===== src/rtl/reg_file_pkg.sv =====
// Shared constants, types and the index range helper for the 2-read/1-write register file.
package reg_file_pkg;

    localparam int REGFILE_DATA_W = 32;
    localparam int REGFILE_DEPTH  = 16;
    localparam int REGFILE_ADDR_W = $clog2(REGFILE_DEPTH);

    typedef logic [REGFILE_ADDR_W-1:0] regfile_addr_t;
    typedef logic [REGFILE_DATA_W-1:0] regfile_data_t;

    function automatic logic regfile_in_range(input logic [31:0] addr, input int unsigned depth);
        return (addr < depth);
    endfunction

endpackage


===== src/rtl/reg_file_wr_decoder.sv =====
// One-hot strobe decoder with range check; ZERO_REG_EN masks entry 0 (hardwired zero register).
module reg_file_wr_decoder
    import reg_file_pkg::*;
#(
    parameter int DEPTH  = REGFILE_DEPTH,
    parameter int ADDR_W = $clog2(DEPTH)
) (
    input  logic              en_i,
    input  logic [ADDR_W-1:0] addr_i,
    output logic [DEPTH-1:0]  onehot_o
);

`ifdef ZERO_REG_EN
    localparam logic ZERO_MASK = 1'b1;
`else
    localparam logic ZERO_MASK = 1'b0;
`endif

    logic in_range_s;

    // Decode the strobe into one enable per register, dropping out-of-range and masked entries
    always_comb begin
        onehot_o   = {DEPTH{1'b0}};
        in_range_s = regfile_in_range(32'(addr_i), DEPTH);
        for (int i = 0; i < DEPTH; i++) begin
            onehot_o[i] = en_i && in_range_s && (addr_i == ADDR_W'(i))
                          && !(ZERO_MASK && (i == 0));
        end
    end

endmodule


===== src/rtl/reg_file_2r1w.sv =====
// Parametrised register file: one write port, two registered write-first read ports, busy bits.
// Build option ZERO_REG_EN makes register 0 a hardwired zero.
module reg_file_2r1w
    import reg_file_pkg::*;
#(
    parameter int DATA_W = REGFILE_DATA_W,
    parameter int DEPTH  = REGFILE_DEPTH,
    parameter int ADDR_W = $clog2(DEPTH)
) (
    input  logic              clk,
    input  logic              reset_n,
    input  logic              clr,
    input  logic              wr_en,
    input  logic [ADDR_W-1:0] wr_addr,
    input  logic [DATA_W-1:0] wr_data,
    input  logic              busy_set,
    input  logic [ADDR_W-1:0] busy_addr,
    input  logic [ADDR_W-1:0] rd0_addr,
    input  logic [ADDR_W-1:0] rd1_addr,
    output logic [DATA_W-1:0] rd0_data,
    output logic [DATA_W-1:0] rd1_data,
    output logic              rd0_busy,
    output logic              rd1_busy
);

    logic [DATA_W-1:0] regs_q [DEPTH];
    logic [DATA_W-1:0] regs_d [DEPTH];
    logic [DEPTH-1:0]  busy_q;
    logic [DEPTH-1:0]  busy_d;
    logic [DEPTH-1:0]  wr_hit_s;
    logic [DEPTH-1:0]  bs_hit_s;
    logic              rd0_ok_s;
    logic              rd1_ok_s;
    logic [DATA_W-1:0] rd0_data_q;
    logic [DATA_W-1:0] rd1_data_q;
    logic              rd0_busy_q;
    logic              rd1_busy_q;

    reg_file_wr_decoder #(.DEPTH(DEPTH), .ADDR_W(ADDR_W)) u_wr_dec (
        .en_i     (wr_en),
        .addr_i   (wr_addr),
        .onehot_o (wr_hit_s)
    );

    reg_file_wr_decoder #(.DEPTH(DEPTH), .ADDR_W(ADDR_W)) u_busy_dec (
        .en_i     (busy_set),
        .addr_i   (busy_addr),
        .onehot_o (bs_hit_s)
    );

    // Next-state array: clear dominates, a new busy_set beats the completing write
    always_comb begin
        rd0_ok_s = regfile_in_range(32'(rd0_addr), DEPTH);
        rd1_ok_s = regfile_in_range(32'(rd1_addr), DEPTH);
        for (int i = 0; i < DEPTH; i++) begin
            regs_d[i] = clr ? {DATA_W{1'b0}} : (wr_hit_s[i] ? wr_data : regs_q[i]);
            busy_d[i] = clr ? 1'b0 : (bs_hit_s[i] | (busy_q[i] & ~wr_hit_s[i]));
        end
    end

    // Register array and busy bits
    always_ff @(posedge clk or negedge reset_n) begin
        if (!reset_n) begin
            for (int i = 0; i < DEPTH; i++) begin
                regs_q[i] <= {DATA_W{1'b0}};
            end
            busy_q <= {DEPTH{1'b0}};
        end else begin
            regs_q <= regs_d;
            busy_q <= busy_d;
        end
    end

    // Read port 0 with write-first bypass
    always_ff @(posedge clk or negedge reset_n) begin
        if (!reset_n) begin
            rd0_data_q <= {DATA_W{1'b0}};
            rd0_busy_q <= 1'b0;
        end else if (clr || !rd0_ok_s) begin
            rd0_data_q <= {DATA_W{1'b0}};
            rd0_busy_q <= 1'b0;
        end else if (wr_hit_s[rd0_addr]) begin
            rd0_data_q <= wr_data;
            rd0_busy_q <= busy_d[rd0_addr];
        end else begin
            rd0_data_q <= regs_q[rd0_addr];
            rd0_busy_q <= busy_d[rd0_addr];
        end
    end

    // Read port 1 with write-first bypass
    always_ff @(posedge clk or negedge reset_n) begin
        if (!reset_n) begin
            rd1_data_q <= {DATA_W{1'b0}};
            rd1_busy_q <= 1'b0;
        end else if (clr || !rd1_ok_s) begin
            rd1_data_q <= {DATA_W{1'b0}};
            rd1_busy_q <= 1'b0;
        end else if (wr_hit_s[rd1_addr]) begin
            rd1_data_q <= wr_data;
            rd1_busy_q <= busy_d[rd1_addr];
        end else begin
            rd1_data_q <= regs_q[rd1_addr];
            rd1_busy_q <= busy_d[rd1_addr];
        end
    end

    assign rd0_data = rd0_data_q;
    assign rd1_data = rd1_data_q;
    assign rd0_busy = rd0_busy_q;
    assign rd1_busy = rd1_busy_q;

endmodule

===== config.mk =====
export PLATFORM = sky130hd
export DESIGN_NAME = reg_file_2r1w
export DESIGN_NICKNAME = d
export VERILOG_FILES = /design/src/rtl/reg_file_pkg.sv /design/src/rtl/reg_file_wr_decoder.sv /design/src/rtl/reg_file_2r1w.sv
export SDC_FILE = /design/constraint.sdc
export NUM_CORES = 1
export LEC_CHECK = 0
export BUFFER_PORTS_ARGS = -buffer_cell sky130_fd_sc_hd__buf_2
export CAP_MARGIN = 20
export CORE_ASPECT_RATIO = 1.5
export CORE_MARGIN = 5
export CORE_UTILIZATION = 25
export DETAILED_ROUTE_END_ITERATION = 16
export SETUP_SLACK_MARGIN = 0.1
export SLEW_MARGIN = 20
export SYNTH_ARGS = -nofsm -noshare
export SYNTH_HDL_FRONTEND = slang
export SYNTH_SLANG_ARGS = --single-unit

===== constraint.sdc =====
create_clock -name clk -period 2.1 [get_ports clk]
set_input_delay 0.42 -clock clk [delete_from_list [all_inputs] [get_ports clk]]
set_output_delay 0.42 -clock clk [all_outputs]
set_load 0.01 [all_outputs]

==> qor.csv <==
metric;value;unit
DRT Wirelength;126100;um
Syn Area/Cell;10.10;um2
Pre-Repair DR Iteration Count;6;
Detailed Place HPWL;76990;um
RSZ-0062 raised after global routing;false;
antenna violations before repair;14;
fillers;13070;
# setup viols final;0;
# rows;161;
Yosys warnings;0;
period utilization;84.60;%
placed cells;4888;
Placeable Area;0.1279;mm2
CP max-delay cell;dfrtp_1;
Mapped Area;0.03210;mm2
Gate Count Post-Synth;3179;
PostCTS Resize Cnt;0;
worst hold stages;2;
starting density of the core;25.10;%
status;finished, final reports clean;
Crit. path cell count;1;
fin nets;3287;
Max transition margin;43.12;%
CP Data Arrival Time;1.36;ns
CTS buffer count;54;
pwr dens;667.1;mW/mm2
number of global-route vias before repair;26810;
Ports;119;
most area-consuming cells after synthesis;dfrtp_1 46%, mux4_2 15%, nand2_1 13%;
Critical path buffers and inverters;1;
clk_lat worst skew;0.65;ns
H-tree depth;2;
Die Span Y;448.9;um
pin count of the biggest net entering global routing;162;
#FFs+latches synth;594;
CTS tree;yes;
total negative slack;0;ns
die width;302.6;um
Hold Crit Class;input pin to flip-flop;
Startpoint Class;flip-flop;
Worst setup EP type;primary output;
clk slew on worst S/H paths;0.07;ns
crit-path max cell delay;0.51;ns
Mapped Nets;3232;
max-cap violations;0;
min Tclk post-route;1.777;ns
slew at the pin closest to its max-slew limit;0.8532;ns
clock skew;0.01972;ns
fmax;0.5629;GHz
total global routing overflow;0;
clk buf depth;3;
LEAKAGE;15.15;nW
Via density;5.373;
largest area contributor in the netlist;dfrtp_1;
Crit path max-delay family;flip-flops;
first-pass GRT wire length;184500;um
worst reg2reg path depth;4;
post-route ant nets;0;
share of layout cells above drive strength 1;21.41;%
EDFF count, synth;0;
top_reg_cell synth;dfrtp_1;
critical path type;flip-flop to primary output;
Max Transition Viols Final;0;
CP Data Required Time;1.68;ns
Crit Path Max Fanout;1;
worst ir drop on vdd;0.6240;mV
top cell type's share of synthesized area;46.30;%
global-route usage over all layers;18.09;%
port bufs;118;
Post-synth ARST share;100.0;%
drt wl/cell;25.23;um
Hold Vio Cnt, Final;0;
via count;26860;
clock root cell;clkbuf_16;
share of the yosys chip area belonging to registers;46.30;%
Finished Layout Cells;5000;
Post-route DRC;0;
area grow syn2layout;18.24;%
critical path, cell by cell;buf_2;
Synth cell types;63;
Die ar.;0.1358;mm2
Routability Congestion;0.8407;
Initial DRC Count;3237;
Clock Sinks;594;
flip-flops by register name, summed over array words and instances (netlist names):
| signal | count |
|---|---|
| busy_q | 16 |
| rd0_busy | 1 |
| rd0_data | 32 |
| rd1_busy | 1 |
| rd1_data | 32 |
| regs_q | 512 |
final timing paths:
path / startpoint / slack (ns) / endpoint
max in group asynchronous: reset_n / 0.96 / regs_q[195]
setup reg to reg: regs_q[77] / 0.46 / rd1_data[13]
hold reg to reg: busy_q[14] / 0.53 / busy_q[14]
min in group asynchronous: reset_n / 0.35 / regs_q[364]
hold / removal: clr / 0.06 / busy_q[7]
setup / recovery: rd1_data[1] / 0.32 / rd1_data[1]
metrics by stage:
stage          cell area (um2)  utilization [%]  worst slack [ns]  hold WS [ns]  power (mW)
2_1_floorplan            32100                -           0.05762        0.1244       13.29
3_3_place_gp             36020            28.16           -0.1993        0.3944       14.57
3_5_place_dp             36020            28.16           -0.2439        0.3935       14.60
4_1_cts                  37930            29.65            0.2818       0.03373       25.48
5_1_grt                  37940            29.66            0.2990       0.05286       26.06
6_report                 37960            29.67            0.3233       0.05800       25.32
power breakdown:
| part | switching (mW) | internal (mW) |
|---|---|---|
| clock network | 4.87 | 6.06 |
| registers | 0.133 | 11.6 |
| logic | 1.75 | 0.920 |
| total | 6.75 | 18.6 |
cell usage in the layout (no fill, tap or decap), types with 9 or more instances in the layout:
cell type  synthesis  layout
a21oi_1          550     550
clkinv_1          16      16
buf_12             5      82
mux4_2           215     233
clkinv_2           0      13
mux4_1            73      55
nand2_1         1117    1104
clkbuf_8          13      10
inv_1             24      24
nor2_4             0      19
o21ai_1           33      33
clkbuf_16          0      54
nor2_1            28       9
buf_2             32     111
a22oi_1           64      64
dfrtp_1          594     594
diode_2            0      10
a21o_1            34      34
buf_4              5     129
nand2_2            0      13
area by class of cell:
class                      instances  area [um2]  share of cell area, %
antenna                           10       25.02                0.06593
clock buffer                      68        1494                  3.936
clock inverter                    33       410.4                  1.081
inverter                          40       150.1                 0.3956
multi-input combinational       2215       15620                  41.14
sequential                       594       14860                  39.16
tap                             1711        2141                  5.640
timing repair buffer             329        3257                  8.580
cells in the mapped netlist, types with 2 or more instances:
cell	n
clkinv_1	16
a32o_1	3
mux4_1	73
o21ai_1	33
nor4b_1	2
a211oi_1	2
or3b_1	2
a31oi_1	2
xor2_1	5
buf_4	5
buf_6	11
nor3b_1	3
a22oi_1	64
o211ai_1	4
o21ai_0	6
mux4_2	215
a21oi_1	550
o2111a_1	2
and3b_1	2
nor3_1	8
nand3_1	6
xnor2_1	2
a311o_1	2
nor2_1	28
nand3b_1	5
or3_1	2
nor2b_1	8
clkbuf_1	240
nand2b_1	3
buf_2	32
o221ai_1	2
buf_1	23
nand2_1	1117
inv_1	24
and3_1	3
and2_1	2
dfrtp_1	594
a32oi_1	3
clkbuf_8	13
o31ai_1	2
a21o_1	34
buf_12	5
logic make-up (layout without fill, tap and decap cells):
group	Yosys count	count (layout)	synth area share (%)
flip-flops	594	594	46.30
AND/OR/NAND/NOR	1200	1200	14.57
other	0	10	0
XOR/XNOR	7	7	0.1910
buffers and inverters	370	470	5.460
AO/OA/AOI/OAI	718	718	12.35
multiplexers	290	290	21.12
layer usage:
| metal | part of all wire [%] | up-vias | global-route usage (%) |
|---|---|---|---|
| met1 | 36 | 13670 | 21.78 |
| met2 | 49 | 1523 | 30.46 |
| li1 | - | 11220 | - |
| met5 | 0.049 | - | 0 |
| met4 | 6.7 | 10 | 10.04 |
| met3 | 8.2 | 444 | 3.271 |
timing repair:
| item | in CTS | in global routing |
|---|---|---|
| endpoints found under the hold margin | 30 | 0 |
| buffers inserted | 0 | 0 |
| hold buffers | 1 | 0 |
No activity file was read; power rests on OpenSTA's default activity.
